## src/rtl/cache_req_driver_pkg.sv

```systemverilog
// rtl/cache_req_driver_pkg.sv - shared types and constants for the cache requester
package cache_pkg;

  localparam int ADDR_W = 32;
  localparam int WORD_W = 32;

  localparam logic RW_WRITE = 1'b1;
  localparam logic RW_READ  = 1'b0;

  typedef enum logic [2:0] {
    ST_IDLE,
    ST_ISSUE,
    ST_WAIT,
    ST_CHECK,
    ST_DONE
  } state_t;

  typedef enum logic {
    PH_WRITE,
    PH_READ
  } phase_t;

  // Write pattern is derived from the address so the read phase can recompute it.
  function automatic logic [WORD_W-1:0] gen_data(input logic [ADDR_W-1:0] addr,
                                                 input logic [WORD_W-1:0] seed);
    return addr ^ seed;
  endfunction

endpackage

```

## src/rtl/cache_req_driver_if.sv

```systemverilog
// rtl/cache_req_driver_if.sv - CPU-side request/response bus towards the cache
interface cache_req_driver_if;
  import cache_pkg::*;

  logic              rw;
  logic              valid_req;
  logic [ADDR_W-1:0] addr;
  logic [WORD_W-1:0] dataIn;
  logic              cache_ready;
  logic [WORD_W-1:0] dataOut;
  logic              hit;
  logic              miss;

  modport master (
    output rw, valid_req, addr, dataIn,
    input  cache_ready, dataOut, hit, miss
  );

  modport slave (
    input  rw, valid_req, addr, dataIn,
    output cache_ready, dataOut, hit, miss
  );

endinterface

```

## src/rtl/cache_req_driver_sat_counter.sv

```systemverilog
// rtl/cache_req_driver_sat_counter.sv - clearable event counter that sticks at all-ones
module sat_counter #(
  parameter int CNT_W = 16
) (
  input  logic             clk,
  input  logic             reset,
  input  logic             clr,
  input  logic             inc,
  output logic [CNT_W-1:0] cnt
);

  always_ff @(posedge clk) begin
    if (reset || clr) begin
      cnt <= '0;
    end else if (inc && (cnt != '1)) begin
      cnt <= cnt + 1'b1;
    end
  end

endmodule

```

## src/rtl/cache_req_driver.sv

```systemverilog
// rtl/cache_req_driver.sv - two-phase write-then-readback requester for the direct-mapped cache
module cache_req_driver
  import cache_pkg::*;
#(
  parameter int                NUM_REQ   = 16,
  parameter logic [ADDR_W-1:0] BASE_ADDR = 32'h0000_0000,
  parameter int                STRIDE    = 4,
  parameter logic [WORD_W-1:0] DATA_SEED = 32'hA5A5_0000,
  parameter int                CNT_W     = 16,
  parameter int                TIMEOUT   = 255
) (
  input  logic               clk,
  input  logic               reset,
  cache_req_driver_if.master bus,
  input  logic               start,
  output logic               busy,
  output logic               done,
  output logic               timeout,
  output logic [CNT_W-1:0]   hit_cnt,
  output logic [CNT_W-1:0]   miss_cnt,
  output logic [CNT_W-1:0]   err_cnt
);

  localparam int                IDX_W    = (NUM_REQ > 1) ? $clog2(NUM_REQ) : 1;
  localparam logic [IDX_W-1:0]  LAST_IDX = IDX_W'(NUM_REQ - 1);
  localparam int                WD_W     = (TIMEOUT > 0) ? $clog2(TIMEOUT + 1) : 1;
  localparam logic [WD_W-1:0]   WD_MAX   = WD_W'(TIMEOUT);
  localparam logic [ADDR_W-1:0] STEP     = ADDR_W'(STRIDE);

  state_t            state;
  phase_t            phase;
  logic [IDX_W-1:0]  idx;
  logic [WD_W-1:0]   wdog;
  logic [WORD_W-1:0] rdata;

  logic              run_start;
  logic              last_req;
  logic              mismatch;
  logic [ADDR_W-1:0] next_addr;

  assign run_start = start && ((state == ST_IDLE) || (state == ST_DONE));
  assign last_req  = (idx == LAST_IDX);
  // Address advances incrementally; 32-bit addition gives the required wrap.
  assign next_addr = bus.addr + STEP;
  assign mismatch  = (state == ST_CHECK) && (phase == PH_READ) &&
                     (rdata != gen_data(bus.addr, DATA_SEED));

  always_ff @(posedge clk) begin
    if (reset) begin
      state         <= ST_IDLE;
      phase         <= PH_WRITE;
      idx           <= '0;
      wdog          <= '0;
      rdata         <= '0;
      bus.valid_req <= 1'b0;
      bus.rw        <= 1'b0;
      bus.addr      <= '0;
      bus.dataIn    <= '0;
      busy          <= 1'b0;
      done          <= 1'b0;
      timeout       <= 1'b0;
    end else begin
      case (state)
        ST_IDLE, ST_DONE: begin
          if (start) begin
            state         <= ST_ISSUE;
            phase         <= PH_WRITE;
            idx           <= '0;
            busy          <= 1'b1;
            done          <= 1'b0;
            timeout       <= 1'b0;
            bus.valid_req <= 1'b1;
            bus.rw        <= RW_WRITE;
            bus.addr      <= BASE_ADDR;
            bus.dataIn    <= gen_data(BASE_ADDR, DATA_SEED);
          end
        end

        ST_ISSUE: begin
          // valid_req is always high here, so cache_ready alone marks the accept edge.
          if (bus.cache_ready) begin
            state         <= ST_WAIT;
            bus.valid_req <= 1'b0;
            wdog          <= '0;
          end
        end

        ST_WAIT: begin
          if (bus.cache_ready) begin
            state <= ST_CHECK;
            rdata <= bus.dataOut;
          end else if (wdog == WD_MAX) begin
            state   <= ST_DONE;
            busy    <= 1'b0;
            done    <= 1'b1;
            timeout <= 1'b1;
          end else begin
            wdog <= wdog + 1'b1;
          end
        end

        ST_CHECK: begin
          if (last_req && (phase == PH_READ)) begin
            state <= ST_DONE;
            busy  <= 1'b0;
            done  <= 1'b1;
          end else begin
            state         <= ST_ISSUE;
            bus.valid_req <= 1'b1;
            if (last_req) begin
              phase      <= PH_READ;
              idx        <= '0;
              bus.rw     <= RW_READ;
              bus.addr   <= BASE_ADDR;
              bus.dataIn <= gen_data(BASE_ADDR, DATA_SEED);
            end else begin
              idx        <= idx + 1'b1;
              bus.addr   <= next_addr;
              bus.dataIn <= gen_data(next_addr, DATA_SEED);
            end
          end
        end

        default: state <= ST_IDLE;
      endcase
    end
  end

  sat_counter #(.CNT_W(CNT_W)) u_hit_cnt (
    .clk   (clk),
    .reset (reset),
    .clr   (run_start),
    .inc   (busy && bus.hit),
    .cnt   (hit_cnt)
  );

  sat_counter #(.CNT_W(CNT_W)) u_miss_cnt (
    .clk   (clk),
    .reset (reset),
    .clr   (run_start),
    .inc   (busy && bus.miss),
    .cnt   (miss_cnt)
  );

  sat_counter #(.CNT_W(CNT_W)) u_err_cnt (
    .clk   (clk),
    .reset (reset),
    .clr   (run_start),
    .inc   (mismatch),
    .cnt   (err_cnt)
  );

endmodule
```

## src/flat_wrapper.sv

```systemverilog
// flat-port wrapper written by rule: the top's interface ports become plain ports
module cache_req_driver_flat import cache_pkg::*;
#(
  parameter int                NUM_REQ   = 16,
  parameter logic [ADDR_W-1:0] BASE_ADDR = 32'h0000_0000,
  parameter int                STRIDE    = 4,
  parameter logic [WORD_W-1:0] DATA_SEED = 32'hA5A5_0000,
  parameter int                CNT_W     = 16,
  parameter int                TIMEOUT   = 255
)
  (clk, reset, start, busy, done, timeout, hit_cnt, miss_cnt, err_cnt, bus_rw, bus_valid_req, bus_addr, bus_dataIn, bus_cache_ready, bus_dataOut, bus_hit, bus_miss);
  cache_req_driver_if bus_i ();
  input  logic clk;
  input  logic reset;
  input  logic start;
  output logic busy;
  output logic done;
  output logic timeout;
  output logic [CNT_W-1:0] hit_cnt;
  output logic [CNT_W-1:0] miss_cnt;
  output logic [CNT_W-1:0] err_cnt;
  output wire logic [$bits(bus_i.rw)-1:0] bus_rw;
  output wire logic [$bits(bus_i.valid_req)-1:0] bus_valid_req;
  output wire logic [$bits(bus_i.addr)-1:0] bus_addr;
  output wire logic [$bits(bus_i.dataIn)-1:0] bus_dataIn;
  input wire logic [$bits(bus_i.cache_ready)-1:0] bus_cache_ready;
  input wire logic [$bits(bus_i.dataOut)-1:0] bus_dataOut;
  input wire logic [$bits(bus_i.hit)-1:0] bus_hit;
  input wire logic [$bits(bus_i.miss)-1:0] bus_miss;
  assign bus_rw = bus_i.rw;
  assign bus_valid_req = bus_i.valid_req;
  assign bus_addr = bus_i.addr;
  assign bus_dataIn = bus_i.dataIn;
  assign bus_i.cache_ready = bus_cache_ready;
  assign bus_i.dataOut = bus_dataOut;
  assign bus_i.hit = bus_hit;
  assign bus_i.miss = bus_miss;
  cache_req_driver #(.NUM_REQ(NUM_REQ), .BASE_ADDR(BASE_ADDR), .STRIDE(STRIDE), .DATA_SEED(DATA_SEED), .CNT_W(CNT_W), .TIMEOUT(TIMEOUT)) u_core (.clk(clk), .reset(reset), .bus(bus_i), .start(start), .busy(busy), .done(done), .timeout(timeout), .hit_cnt(hit_cnt), .miss_cnt(miss_cnt), .err_cnt(err_cnt));
endmodule
```

## config.mk

```make
export PLATFORM = sky130hd
export DESIGN_NAME = cache_req_driver_flat
export DESIGN_NICKNAME = d
export VERILOG_FILES = /design/src/rtl/cache_req_driver_pkg.sv /design/src/rtl/cache_req_driver_if.sv /design/src/rtl/cache_req_driver_sat_counter.sv /design/src/rtl/cache_req_driver.sv /design/src/flat_wrapper.sv
export SDC_FILE = /design/constraint.sdc
export NUM_CORES = 1
export LEC_CHECK = 0
export BUFFER_PORTS_ARGS = -buffer_cell sky130_fd_sc_hd__buf_4
export CORE_MARGIN = 2
export CORE_UTILIZATION = 50
export DETAILED_ROUTE_END_ITERATION = 6
export HOLD_SLACK_MARGIN = 0.08
export PLACE_DENSITY = 0.88
export SLEW_MARGIN = 20
export SYNTH_ARGS = -nofsm -noshare
export SYNTH_HDL_FRONTEND = slang
export SYNTH_HIERARCHICAL = 1
export SYNTH_SLANG_ARGS = --single-unit
```

## constraint.sdc

```tcl
create_clock -name clk -period 2.3 [get_ports clk]
set_input_delay 0.345 -clock clk [delete_from_list [all_inputs] [get_ports clk]]
set_output_delay 0.345 -clock clk [all_outputs]
set_load 0.005 [all_outputs]
```

==> flow_metrics.env <==
export IMPL_status="finished, final reports clean"
export IMPL_worst_ep_arrival_time_ns=2.58
export IMPL_nNetsFinal=1075
export IMPL_grt_pass1_wl_mm=33.7
export IMPL_setup_tns_final_ns=0
export IMPL_fin_ws_ns=0.0753
export IMPL_grt_pass1_vias=6747
export IMPL_cts_tree="yes"
export IMPL_cts_resized=0
export IMPL_syn_instance_count=885
export IMPL_synth_ff_type="dfxtp_1"
export IMPL_period_minus_slack_ns=2.22
export IMPL_criticalPathCategory="reg -> reg"
export IMPL_async_flop_share=0
export IMPL_setup_violations=0
export IMPL_hold_viol=0
export IMPL_fmax_ghz=0.449
export IMPL_endpoint_kind="flop"
export IMPL_cp_start_kind="flop"
export IMPL_dpl_instance_area_um2=8700
export IMPL_drt_iter0_drc=727
export IMPL_register_area_um2=2810
export IMPL_antenna_found_initial=0
export IMPL_syn_area_um2=7330
export IMPL_fp_dieW_um=125
export IMPL_dieArea_um2=15600
export IMPL_wire_per_inst_um=17.1
export IMPL_area_growth_pct=27.5
export IMPL_clk_pin_slew_ns=0.06
export IMPL_insertion_delay_ns=0.43
export IMPL_crit_chain="xor2_1 > nand4_1 > nor4_1 > a211oi_2 > nand4_1 > a41o_1 > or3_1 > a21oi_1"
export IMPL_postSynthAreaPerCell_um2=8.28
export IMPL_cts_root_buffer="clkbuf_16"
export IMPL_rsz0062_at_grt="no"
export IMPL_placed_cells=1196
export IMPL_ioPinCount=155
export IMPL_cpMaxStageDelayCell="or3_1"
export IMPL_drv_cap=0
export IMPL_holdBufCountCts=0
export IMPL_drv_slew=0
export IMPL_drive_gt1_frac=0.258
export IMPL_wl_mm=21.0
export IMPL_rows=44
export IMPL_critPathMaxFanout=5
export IMPL_die_h_um=125
export IMPL_ant_nets=0
export IMPL_start_util=0.508
export IMPL_cts_sinks=140
export IMPL_diodes=0
export IMPL_cp_common_cell="nand4_1"
export IMPL_p_per_area_nw_per_um2=630
export IMPL_post_cts_buffers=0
export IMPL_fill_cells=1184
export IMPL_cts_htree_levels=4
export IMPL_grt_ovfl_total=0
export IMPL_ys_seq_area_frac=0.382
export IMPL_synth_edf_count=0
export IMPL_synth_distinct_cells=63
export IMPL_ys_ff_latch=140
export IMPL_stdcell_area_um2=9350
export IMPL_multi_input_area_um2=4070
export IMPL_clockBufferDepth=2
export IMPL_final_cells=1228
export IMPL_required_ns=2.65
export IMPL_ir_drop_uv=475
export IMPL_clock_skew_ns=0.00894
export IMPL_pre_cts_ws_ns=0.114
export IMPL_numCtsBuffers=17
export IMPL_hold_class="in -> reg"
export IMPL_drtPass1Iterations=5
export IMPL_core_area_um2=14400
export IMPL_fin_crit_sh=0.967
export IMPL_via_per_inst=6.15
export IMPL_grt_usage=0.259
export IMPL_yosys_warnings=6
export IMPL_critPathBufInv=0
export IMPL_path_delay_family="compound AO/OA/AOI/OAI gates"
export IMPL_place_congestion=0.924
export IMPL_cellLeakagePower_uw=0.00369
export IMPL_grt_max_degree=41
export IMPL_dpl_hpwl_mm=15.1
export IMPL_slowest_delay_ns=0.38
export IMPL_vias=7551
export IMPL_io_buffers=152
export IMPL_tightest_slew_ns=0.853
export IMPL_remaining_drc_errors=0
export IMPL_max_slew_margin_rel=0.429
-- stage by stage --
| stage | power, uW | hold slack (ns) | utilization |
|---|---|---|---|
| global route | 6060 | 0.176 | 0.648 |
| floorplan | 2760 | 0.436 | - |
| global placement | 2930 | 0.446 | 0.603 |
| detailed placement | 2940 | 0.447 | 0.603 |
| CTS | 5900 | 0.163 | 0.648 |
| finish | 5890 | 0.173 | 0.648 |
-- layer usage --
metal / vias up / GRT usage / share of wire
met5: - / 0 / 0
met4: 0 / 0.0980 / 0.022
met3: 39 / 0.0556 / 0.073
met2: 326 / 0.419 / 0.47
met1: 3609 / 0.341 / 0.44
li1: 3577 / - / -
-- cell type report --
| class | count | share of cell area |
|---|---|---|
| tap | 184 | 0.0246 |
| clock buffer | 17 | 0.0455 |
| timing repair buffer | 203 | 0.164 |
| clock inverter | 15 | 0.0236 |
| multi-input combinational | 653 | 0.435 |
| sequential | 140 | 0.300 |
| inverter | 16 | 0.00642 |
-- power breakdown --
part / internal (uW) / switching, uW
sequential: 2470 / 34.6
clock: 1920 / 1080
combinational: 161 / 230
-- sequential cells by signal, summed over array words and instances, names as in the netlist --
name	flops
u_core/bus.addr	8
u_core/u_hit_cnt/cnt	16
u_core/bus.rw	1
u_core/wdog	8
u_core/u_miss_cnt/cnt	16
u_core/phase	1
u_core/idx	4
u_core/timeout	1
u_core/state	3
u_core/bus.valid_req	1
u_core/done	1
u_core/u_err_cnt/cnt	16
u_core/busy	1
u_core/bus.dataIn	31
u_core/rdata	32
-- layout by cell type (no fill, tap or decap), types with 26 or more instances in the layout --
master	count
nand4_1	40
a21oi_1	92
nor2_1	35
nand3_1	44
o21ai_0	35
or4_1	29
xnor2_1	26
buf_4	202
dfxtp_1	136
nand2_1	109
-- Yosys cell counts (all sizes together), types with 3 or more instances --
cell type	number	area share
a21oi	93	0.064
or3	22	0.019
mux2i	4	0.0055
o21bai	3	0.0031
o31ai	19	0.019
ha	6	0.010
a211oi	10	0.011
buf	45	0.039
xnor2	26	0.031
and4	22	0.026
xor2	14	0.017
o211ai	5	0.0051
nand4	46	0.048
and2	11	0.0094
o41ai	4	0.0079
a31oi	16	0.014
clkbuf	32	0.017
and3	11	0.011
nand3	44	0.030
o21ai	38	0.026
nor3	16	0.011
o211a	9	0.012
inv	16	0.0082
or4	32	0.034
or2	5	0.0043
nor2	36	0.018
nor4	14	0.015
dfxtp	140	0.38
nand2	109	0.056
a41o	12	0.016
-- cells by family (layout without fill, tap and decap cells) --
family                     count (synthesis)  after routing  share of synthesized area
AOI/OAI and AO/OA                        223            223                      0.195
DFF                                      140            140                      0.382
buffers and inverters                     93            251                     0.0645
xor gates and xnor gates                  40             40                     0.0478
muxes                                      4              4                    0.00546
other                                      1              2                   0.000511
and+or+nand+nor                          378            378                      0.294
adders and majority gates                  6              6                     0.0102
-- worst reg2reg max path, cell delays in order, from the launching register on --
cell	delay (ns)
dfxtp_1	0.33
xor2_1	0.18
nand4_1	0.13
nor4_1	0.08
a211oi_2	0.37
nand4_1	0.22
a41o_1	0.31
or3_1	0.38
a21oi_1	0.16
-- final timing paths --
kind                         start  cells after the start  slack, ns                        to
hold / removal     bus_dataOut[17]                      3       0.17          u_core/rdata[17]
setup reg to reg  u_core/rdata[21]                      8       0.08  u_core/u_err_cnt/cnt[14]
hold reg to reg    u_core/rdata[0]                      2       0.46           u_core/rdata[0]
setup / recovery  u_core/rdata[21]                      8       0.08  u_core/u_err_cnt/cnt[14]
Power figures use the tool's default switching activity.
